## src/rtl/heat_timer_bank.sv

```systemverilog
// heat_timer_bank: three independent prescaled level-handshake timers (PLA/ABS/TPU) for the heating FSM.
// Define HEAT_TIMER_REMAIN_EN to add the `remain` output (count of highest-priority running channel).
module heat_timer_bank #(
    parameter int PRESCALE = 4,
    parameter int TIME_PLA = 8,
    parameter int TIME_ABS = 10,
    parameter int TIME_TPU = 8,
    parameter int CNT_W    = 8
) (
    input  logic clk,
    input  logic reset,
    input  logic en_pla,
    input  logic en_abs,
    input  logic en_tpu,
    input  logic hold,
    output logic t_pla,
    output logic t_abs,
    output logic t_tpu,
    output logic busy
`ifdef HEAT_TIMER_REMAIN_EN
    ,
    output logic [CNT_W-1:0] remain
`endif
);
    typedef enum logic [1:0] {IDLE, RUN, DONE} state_t;
    localparam int PW = (PRESCALE > 1) ? $clog2(PRESCALE) : 1;

    function automatic logic [CNT_W-1:0] load_val(input int t);
        return (t == 0) ? CNT_W'(1) : CNT_W'(t);
    endfunction

    logic [PW-1:0] pre_q, pre_d;
    logic          tick;
    logic [2:0]    en, done, run;

    assign en   = {en_tpu, en_abs, en_pla};
    assign tick = (pre_q == PW'(PRESCALE - 1));
    assign pre_d = tick ? '0 : pre_q + 1'b1;

    always_ff @(posedge clk or posedge reset) begin
        if (reset) pre_q <= '0;
        else       pre_q <= pre_d;
    end

    for (genvar g = 0; g < 3; g++) begin : ch
        localparam logic [CNT_W-1:0] LOAD = load_val(g == 0 ? TIME_PLA : g == 1 ? TIME_ABS : TIME_TPU);
        state_t           st_q;
        logic [CNT_W-1:0] cnt_q;
        logic             en_q;
        // A dropped enable wins over a same-edge completion, so an abort never flashes done.
        always_ff @(posedge clk or posedge reset) begin
            if (reset) begin
                st_q  <= IDLE;
                cnt_q <= '0;
                en_q  <= 1'b0;
            end else begin
                en_q <= en[g];
                case (st_q)
                    IDLE: if (en[g] && !en_q) begin
                        st_q  <= RUN;
                        cnt_q <= LOAD;
                    end
                    RUN: if (!en[g]) st_q <= IDLE;
                    else if (tick && !hold) begin
                        if (cnt_q == CNT_W'(1)) st_q <= DONE;
                        else                    cnt_q <= cnt_q - 1'b1;
                    end
                    DONE: if (!en[g]) st_q <= IDLE;
                    default: st_q <= IDLE;
                endcase
            end
        end
        assign done[g] = (st_q == DONE);
        assign run[g]  = (st_q == RUN);
    end

    assign {t_tpu, t_abs, t_pla} = done;
    assign busy = |run;

`ifdef HEAT_TIMER_REMAIN_EN
    always_comb remain = run[0] ? ch[0].cnt_q : run[1] ? ch[1].cnt_q : run[2] ? ch[2].cnt_q : '0;
`endif
endmodule

```

## config.mk

```make
export PLATFORM = sky130hd
export DESIGN_NAME = heat_timer_bank
export DESIGN_NICKNAME = d
export VERILOG_FILES = /design/src/rtl/heat_timer_bank.sv
export SDC_FILE = /design/constraint.sdc
export NUM_CORES = 1
export LEC_CHECK = 0
export CORE_MARGIN = 3
export CORE_UTILIZATION = 45
export CTS_BUF_LIST = sky130_fd_sc_hd__clkbuf_8 sky130_fd_sc_hd__clkbuf_16
export CTS_CLUSTER_SIZE = 16
export DETAILED_ROUTE_END_ITERATION = 10
export PLACE_DENSITY_LB_ADDON = 0.25
export SYNTH_ARGS = -nofsm -noshare
export SYNTH_HDL_FRONTEND = slang
export SYNTH_SLANG_ARGS = --single-unit
```

## constraint.sdc

```tcl
create_clock -name clk -period 2.5 [get_ports clk]
set_input_delay 0.75 -clock clk [delete_from_list [all_inputs] [get_ports clk]]
set_output_delay 0.75 -clock clk [all_outputs]
set_load 0.005 [all_outputs]
```

==> results of run 1 <==
-- per-layer routing --
metal | share of wire | vias up | GRT usage
li1 | - | 778 | -
met1 | 0.46 | 813 | 0.2387
met2 | 0.49 | 28 | 0.2863
met3 | 0.031 | 9 | 0.04261
met4 | 0.020 | 0 | 0.08351
met5 | 0 | - | 0
-- area by class of cell --
type / instances / area [µm²]
clock inverter: 3 / 67.56
timing repair buffer: 24 / 202.7
inverter: 12 / 45.04
multi-input combinational: 146 / 987.2
clock buffer: 5 / 68.82
sequential: 35 / 875.8
tap: 50 / 62.56
fill: 366 / 1748
-- logic make-up (layout without fill, tap and decap cells) --
family | after synthesis | in the layout
adders and majority gates | 7 | 7
buffers and inverters | 13 | 44
DFF | 35 | 35
muxes | 4 | 4
xor gates and xnor gates | 2 | 2
AOI/OAI and AO/OA | 49 | 49
and+or+nand+nor | 84 | 84
-- what timing repair did --
action | in CTS | in global routing
setup buffers | 2 | 0
hold endpoints to repair | 0 | 0
gates resized for setup | 0 | 1
setup endpoints to repair | 1 | 1
-- how the worst max path moves through the flow --
stage                                       to  cells after the start  slack, ns                      start
floorplan           ch[2].cnt_q[7]$_DFFE_PP0P_                      4       0.42                       hold
global placement    ch[2].cnt_q[7]$_DFFE_PP0P_                      5      -0.04                       hold
detailed placement  ch[2].cnt_q[7]$_DFFE_PP0P_                      5      -0.10                       hold
CTS                                       busy                      3       0.06  ch[2].st_q[0]$_DFFE_PP0P_
global route                              busy                      3       0.02  ch[0].st_q[0]$_DFFE_PP0P_
finish                                    busy                      3       0.06  ch[0].st_q[0]$_DFFE_PP0P_
-- per-stage QoR --
stage               setup TNS (ns)  hold WS [ns]  utilization
floorplan                        0        0.4031            -
global placement          -0.07092        0.4142       0.5313
detailed placement         -0.3430        0.4286       0.5313
CTS                              0        0.4424       0.5686
global route                     0        0.4745       0.5692
finish                           0        0.4379       0.5692
-- cells in the final DEF, fill, tap and decap left out, types with 7 or more instances in the layout --
master,n
nand2b_1,8
nand3_1,7
nand2_1,8
a21oi_1,9
nor2_1,11
inv_1,12
dfrtp_1,35
nor2b_1,8
buf_4,15
ha_1,7
o21ai_0,9
clkdlybuf4s50_1,9
nor3_1,7
-- synth_stat cells (all sizes together), types with 3 or more instances --
library cell	count
dfrtp	35
a21oi	9
nor3	7
o21a	3
o21ai	9
nand2b	8
mux2i	3
nor2	11
or2	3
a31oi	4
o21bai	3
ha	7
nor4	5
nand3b	3
a211oi	4
or4	4
nor2b	9
and3	3
inv	12
or3	6
nand2	8
a21o	3
nand3	7
-- sequential cells by signal (all words and copies together), names as in the netlist --
register / flops
ch.en_q: 3
ch.cnt_q: 24
pre_q: 2
ch.st_q: 6
-- critical path, cell delays in order (launching register included) --
cell	delay (ns)
dfrtp_1	0.39
nor2b_1	0.16
or3_1	0.39
clkdlybuf4s50_1	0.46
-- power by group through the flow --
| stage | sequential, mW | clock (mW) | combinational (mW) |
|---|---|---|---|
| finish | 0.675 | 0.625 | 0.275 |
| global placement | 0.683 | 0 | 0.252 |
| floorplan | 0.672 | 0 | 0.195 |
| global route | 0.685 | 0.663 | 0.304 |
| CTS | 0.674 | 0.636 | 0.273 |
| detailed placement | 0.687 | 0 | 0.266 |
==> metrics list, run 1 <==
* Number of iterations in the first detailed-routing pass: 4
* Data arrival time at the worst-slack endpoint: 1.69 ns
* Shortest period the worst path allows: 2.441 ns
- Net count of the mapped netlist: 207
- Total instance count after detailed placement: 265
- Minimum setup slack after placement: -0.1020 ns
* Number of cells on the worst reg-to-reg path: 7
* Largest voltage drop on the vdd net: 0.0003821 V
- Standard cell area after detailed placement: 2156 µm²
- Net Switching: 0.4339 mW
- For this run, design rule violations remaining after detail routing come to 0.
* Path type of the worst min-delay path: flip-flop to flip-flop
* Final worst-path setup slack: 0.05945 ns
- Relative contribution of sequential cells to total power: 0.429
- Area of the core: 4058 µm²
* Count of final setup violators: 0
* Yosys top cell area share: 0.4587
- The number of antenna violations at the first check in global routing came to 0.
- Number of cells on the worst hold path: 1
* Number of top-level pins: 10
- Detailed-route wire length per cell: 15.22 µm
* Kind of start point of the critical path: flip-flop
- In the synthesized netlist, the number of instances is 194.
- Run status: finished, final reports clean
- Cell taking the most area after synthesis: dfrtp_1
- Hold Buf Count CTS: 0
- Count of max-cap constraint violations: 0
- # nets final: 237
* Global-route wire length before repair: 7.341 mm
- Via count: 1628
* Cell area after layout: 2310 µm²
* Source of the worst register-to-register timing path: ch[1].cnt_q[1]$_DFFE_PP0P_
- Endpoint of the most critical register-to-register path: ch[1].cnt_q[3]$_DFFE_PP0P_
* Setup Crit Path Kind: flip-flop to output pin
- Via density per instance: 5.920
- At the worst endpoint, the required time is 1.75 ns.
- Level count of the clock H-tree: 2
* Final Instance Count excl. Fillers: 275
- Port buffering added 9 buffers.
* Die outline area: 5060 µm²
- The synthesized design contains 35 register bits.
- The number of max-slew violations in the final report was 0.
* Transition time at the pin with the least slew margin: 0.6851 ns
- Fraction of the mapped netlist area in simple logic gates: 0.2641
- The share of total power dissipated in combinational logic is 0.175.
* Vert. Die Dim: 71.14 µm
- Sum of net half-perimeters after detailed placement: 3.007 mm
* Leakage: 1.032 nW
- Synthesized area divided by synthesized cell count: 9.842 µm²
* Clock slew at the register clock pins of the worst setup and hold paths: 0.08 ns
- Pint: 1.142 mW
- CTS root buffer: clkbuf_8
* Total global routing overflow: 0
- From left edge to right edge, the die measures 71.14 µm.
- Area contributors post-synth: dfrtp_1, ha_1, nor2b_1
* Layout Area Growth over Synthesis: 20.97%
* Sw Ratio: 0.2753
* Adder-cell share of the synthesized area: 0.04587
* Fraction of the cycle the final worst path needs: 0.9762
* Number of global-route vias before repair: 1593
- Source-to-sink clock delay at the later pin of the worst-skew pair: 0.30 ns
- The initial utilization of the core area, before any placement, comes to 0.4706.
- Largest fanout on the critical path: 3
- Of the cells placed in the final design, the portion with a size suffix greater than 1 is 0.1556.
- Overall power consumption after layout is estimated at 1.576 mW.
- Post-synth cell types: 49
- In this run the cell area of the synthesized design comes to 1909 µm².
* Unrepaired setup endpoints after global routing: no
* Total clock sinks: 35
- Across the routed clock network, the largest skew measured is 0.008425 ns.
* Number of core rows: 23
- Power spread over the standard cell area amounts to 682.3 nW/µm².
- Largest family of logic cells by synthesized area: simple AND/OR/NAND/NOR gates
* Yosys warning count: 0
- Share of synthesized flip-flops with an asynchronous set or reset: 1.000
- 0 antenna diodes ended up in the layout.
* Sequential cell area fraction in the yosys report: 0.4587
* Residual antenna-violating net count after detailed routing: 0
- After synthesis, the share of cell area in mux cells is 0.02163.
- Routed wire length: 4.186 mm
- Static timing analysis puts the maximum clock frequency at 409.7 MHz.
* Main flop type after synthesis: dfrtp_1
- Number of buffers created by CTS: 5
* Pin count of the biggest net entering global routing: 36
- Total routing usage reported by global routing: 0.1822
- Hold Vio Cnt, Final: 0
- Worst Setup End Kind: output pin
- Of the total power, the clock network draws 0.397.
* Register-to-Register Setup Slack: 0.41 ns
* CTS tree: done
- Counting flops with a built-in enable in the synthesized netlist gives 0.
- The path with the worst hold slack has its endpoint at pre_q[0]$_DFF_PP0_.
- In this run the deepest clock path goes through 2 buffers.
- Post-synthesis share of cell area spent on xor and xnor gates: 0.009174
* Post-synthesis compound-gate area fraction: 0.1750
- Startpoint of the tightest hold check path: pre_q[0]$_DFF_PP0_
* Last weighted congestion value of the routability-driven placer: 0.8983
- In this run, the number of DRC markers left after iteration 0 of detailed routing was 118.
- Worst rel slew slack: 0.5390
(Power assumes the default switching activity.)
==> run 2: changes to the inputs <==
RECOVER_POWER = 25   (was default)
REMOVE_ABC_BUFFERS = 1   (was default)
clock period = 3 ns   (was 2.5 ns; I/O delays follow)
==> run 2 against run 1 <==
  * Die area is the same
  * Largest cell class unchanged
  * Critical path depth is the same
  * Critical path type unchanged
  * Clock-buffer cell count is the same
  * Via count shrank 6.0%
==> metrics list, run 2 (synthesis results as in run 1) <==
* Last weighted congestion value of the routability-driven placer: 0.8411
- Standard cell area after detailed placement: 2073 µm²
- Internal power comes to 0.7611 mW.
- Total routing usage reported by global routing: 0.1633
- # nets final: 224
- Data arrival time at the worst-slack endpoint: 1.77 ns
- The critical path in this run is classified as flip-flop to output pin.
- Of the total power, registers draw 0.524.
* Count of max-cap constraint violations: 0
- Run status: finished, final reports clean
* Max reg flops: 24
- Leakage: 0.9446 nW
* Shortest period the worst path allows: 2.669 ns
* Global-route wire length before repair: 6.699 mm
* Area of the core: 4058 µm²
* Pin count of the biggest net entering global routing: 36
- Endpoint of the most critical register-to-register path: ch[0].cnt_q[3]$_DFFE_PP0P_
- Maximum clock rate: 374.6 MHz
- Dividing the detail-routed via count by the number of cells gives 5.885.
- 0 antenna diodes ended up in the layout.
- Source-to-sink clock delay at the later pin of the worst-skew pair: 0.28 ns
- Total power divided by cell area: 502.7 nW/µm²
- Final max-slew violation count: 0
- Hold Buf Count CTS: 0
- Clock slew at the register clock pins of the worst setup and hold paths: 0.06 ns
- STA classifies the critical path endpoint as an output pin.
* Number of setup buffers added after CTS: 0
- Net Switching: 0.3164 mW
- Summing all non-filler instances in the final layout gives an area of 2143 µm².
* Final Instance Count excl. Fillers: 260
- Unrepaired setup endpoints after global routing: no
- The largest registers in the layout are ch.cnt_q x24, ch.st_q x6, ch.en_q x3.
- Number of iterations in the first detailed-routing pass: 4
- The startpoint identified for the worst register-to-register timing path is ch[0].cnt_q[2]$_DFFE_PP0P_.
- The library cell used most frequently in the layout, excluding fill and tap cells, is dfrtp_1.
- CTS resizes: 0
- Across the VDD grid, the largest voltage drop is 0.0002319 V.
- Number of cells on the worst hold path: 1
* Transition time at the pin with the least slew margin: 0.8707 ns
- The detail route stage leaves a number of antenna-violating nets equal to 0.
* Worst rel slew slack: 0.4195
* CTS tree: done
- Routed wire length: 3.885 mm
* Die Span X: 71.14 µm
- The tightest min-delay check is of the flip-flop to flip-flop type.
- CTS root buffer: clkbuf_8
* Total clock sinks: 35
- Of the cells placed in the final design, the portion with a size suffix greater than 1 is 0.08571.
- In this run, the number of DRC markers left after iteration 0 of detailed routing was 119.
- The number of global-route vias before repair was 1514.
- For this design the top-level I/O count stands at 10.
* Number of I/O port buffers: 9
- The share of total power dissipated in the clock network is 0.280.
* Proportion of power drawn by combinational gates: 0.196
- In this run the worst path has a maximum fanout of 5.
* Fraction of the cycle the final worst path needs: 0.8898
* Detailed-route wire length per cell: 14.94 µm
- Vert. Die Dim: 71.14 µm
* Count of final setup violators: 0
- Setup total negative slack on the finished layout was measured at 0 ns.
* Die outline area: 5060 µm²
* Startpoint of the tightest hold check path: pre_q[0]$_DFF_PP0_
- Clock Skew: 0.007099 ns
* Worst Path Required: 2.10 ns
* Number of cells on the worst reg-to-reg path: 4
* DRC Markers: 0
* Number of core rows: 23
- In the layout the commonest cells are dfrtp_1, inv_1, nor2_1.
- The detailed router placed 1530 vias in this run.
- Hold worst-path end: pre_q[0]$_DFF_PP0_
- Once placement completed, the tool counted placed cells totaling 254.
- Setup slack on the worst reg-to-reg path comes out at 0.89 ns.
- Summed over all nets, the half-perimeter wirelength after detailed placement is 2.817 mm.
- TritonCTS created 5 clock buffers.
- STA classifies the critical path startpoint as a flip-flop.
- Of the total power, the share spent switching nets is 0.2936.
* Level count of the clock H-tree: 2
* Total global routing overflow: 0
- The hold violation count in the final report was 0.
* Antenna violations before repair: 0
- From synthesis to final layout, the design area changed by 12.25%.
* Biggest register: ch.cnt_q
* Starting Density: 0.4706
* Clock buffer depth: 2
[run 2: critical path: stages (launching register included)]
cell             delay, ns
dfrtp_1               0.41
nor2b_1               0.39
or3_1                 0.20
clkdlybuf4s50_1       0.50
[run 2: through the flow]
stage	hold slack, ns	setup WS [ns]	power, mW	util
5_1_grt	0.4440	0.2763	1.139	0.5282
4_1_cts	0.4268	0.3518	1.089	0.5288
3_5_place_dp	0.4181	0.2005	0.7834	0.5109
6_report	0.4224	0.3305	1.078	0.5282
2_1_floorplan	0.4031	0.7716	0.7221	-
3_3_place_gp	0.4144	0.2541	0.7700	0.5109
[run 2: area by class of cell]
type | instances | area, µm²
timing repair buffer | 11 | 102.6
multi-input combinational | 146 | 984.7
clock buffer | 5 | 68.82
tap | 50 | 62.56
inverter | 12 | 45.04
sequential | 35 | 875.8
clock inverter | 1 | 3.754
fill | 376 | 1914
[run 2: worst max-delay path by stage]
| stage | start | endpoint | slack [ns] | depth (start not counted) |
|---|---|---|---|---|
| after floorplan | hold | ch[2].cnt_q[7]$_DFFE_PP0P_ | 0.77 | 4 |
| after global placement | hold | ch[2].cnt_q[7]$_DFFE_PP0P_ | 0.25 | 5 |
| after detailed placement | hold | ch[2].cnt_q[5]$_DFFE_PP0P_ | 0.20 | 5 |
| after CTS | ch[1].st_q[0]$_DFFE_PP0P_ | busy | 0.35 | 3 |
| after global routing | ch[1].st_q[0]$_DFFE_PP0P_ | busy | 0.28 | 3 |
| final | ch[1].st_q[0]$_DFFE_PP0P_ | busy | 0.33 | 3 |
[run 2: per-layer routing]
layer	GRT usage	share of wire
met5	0	0
met4	0.04802	0.0051
met3	0.03551	0.027
met2	0.2719	0.50
met1	0.2142	0.46
[run 2: power groups by stage]
stage          combinational (mW)  sequential [mW]  clock (mW)
2_1_floorplan               0.162            0.560           0
3_3_place_gp                0.201            0.569           0
3_5_place_dp                0.211            0.572           0
4_1_cts                     0.212            0.564       0.313
5_1_grt                     0.239            0.572       0.329
6_report                    0.211            0.564       0.302
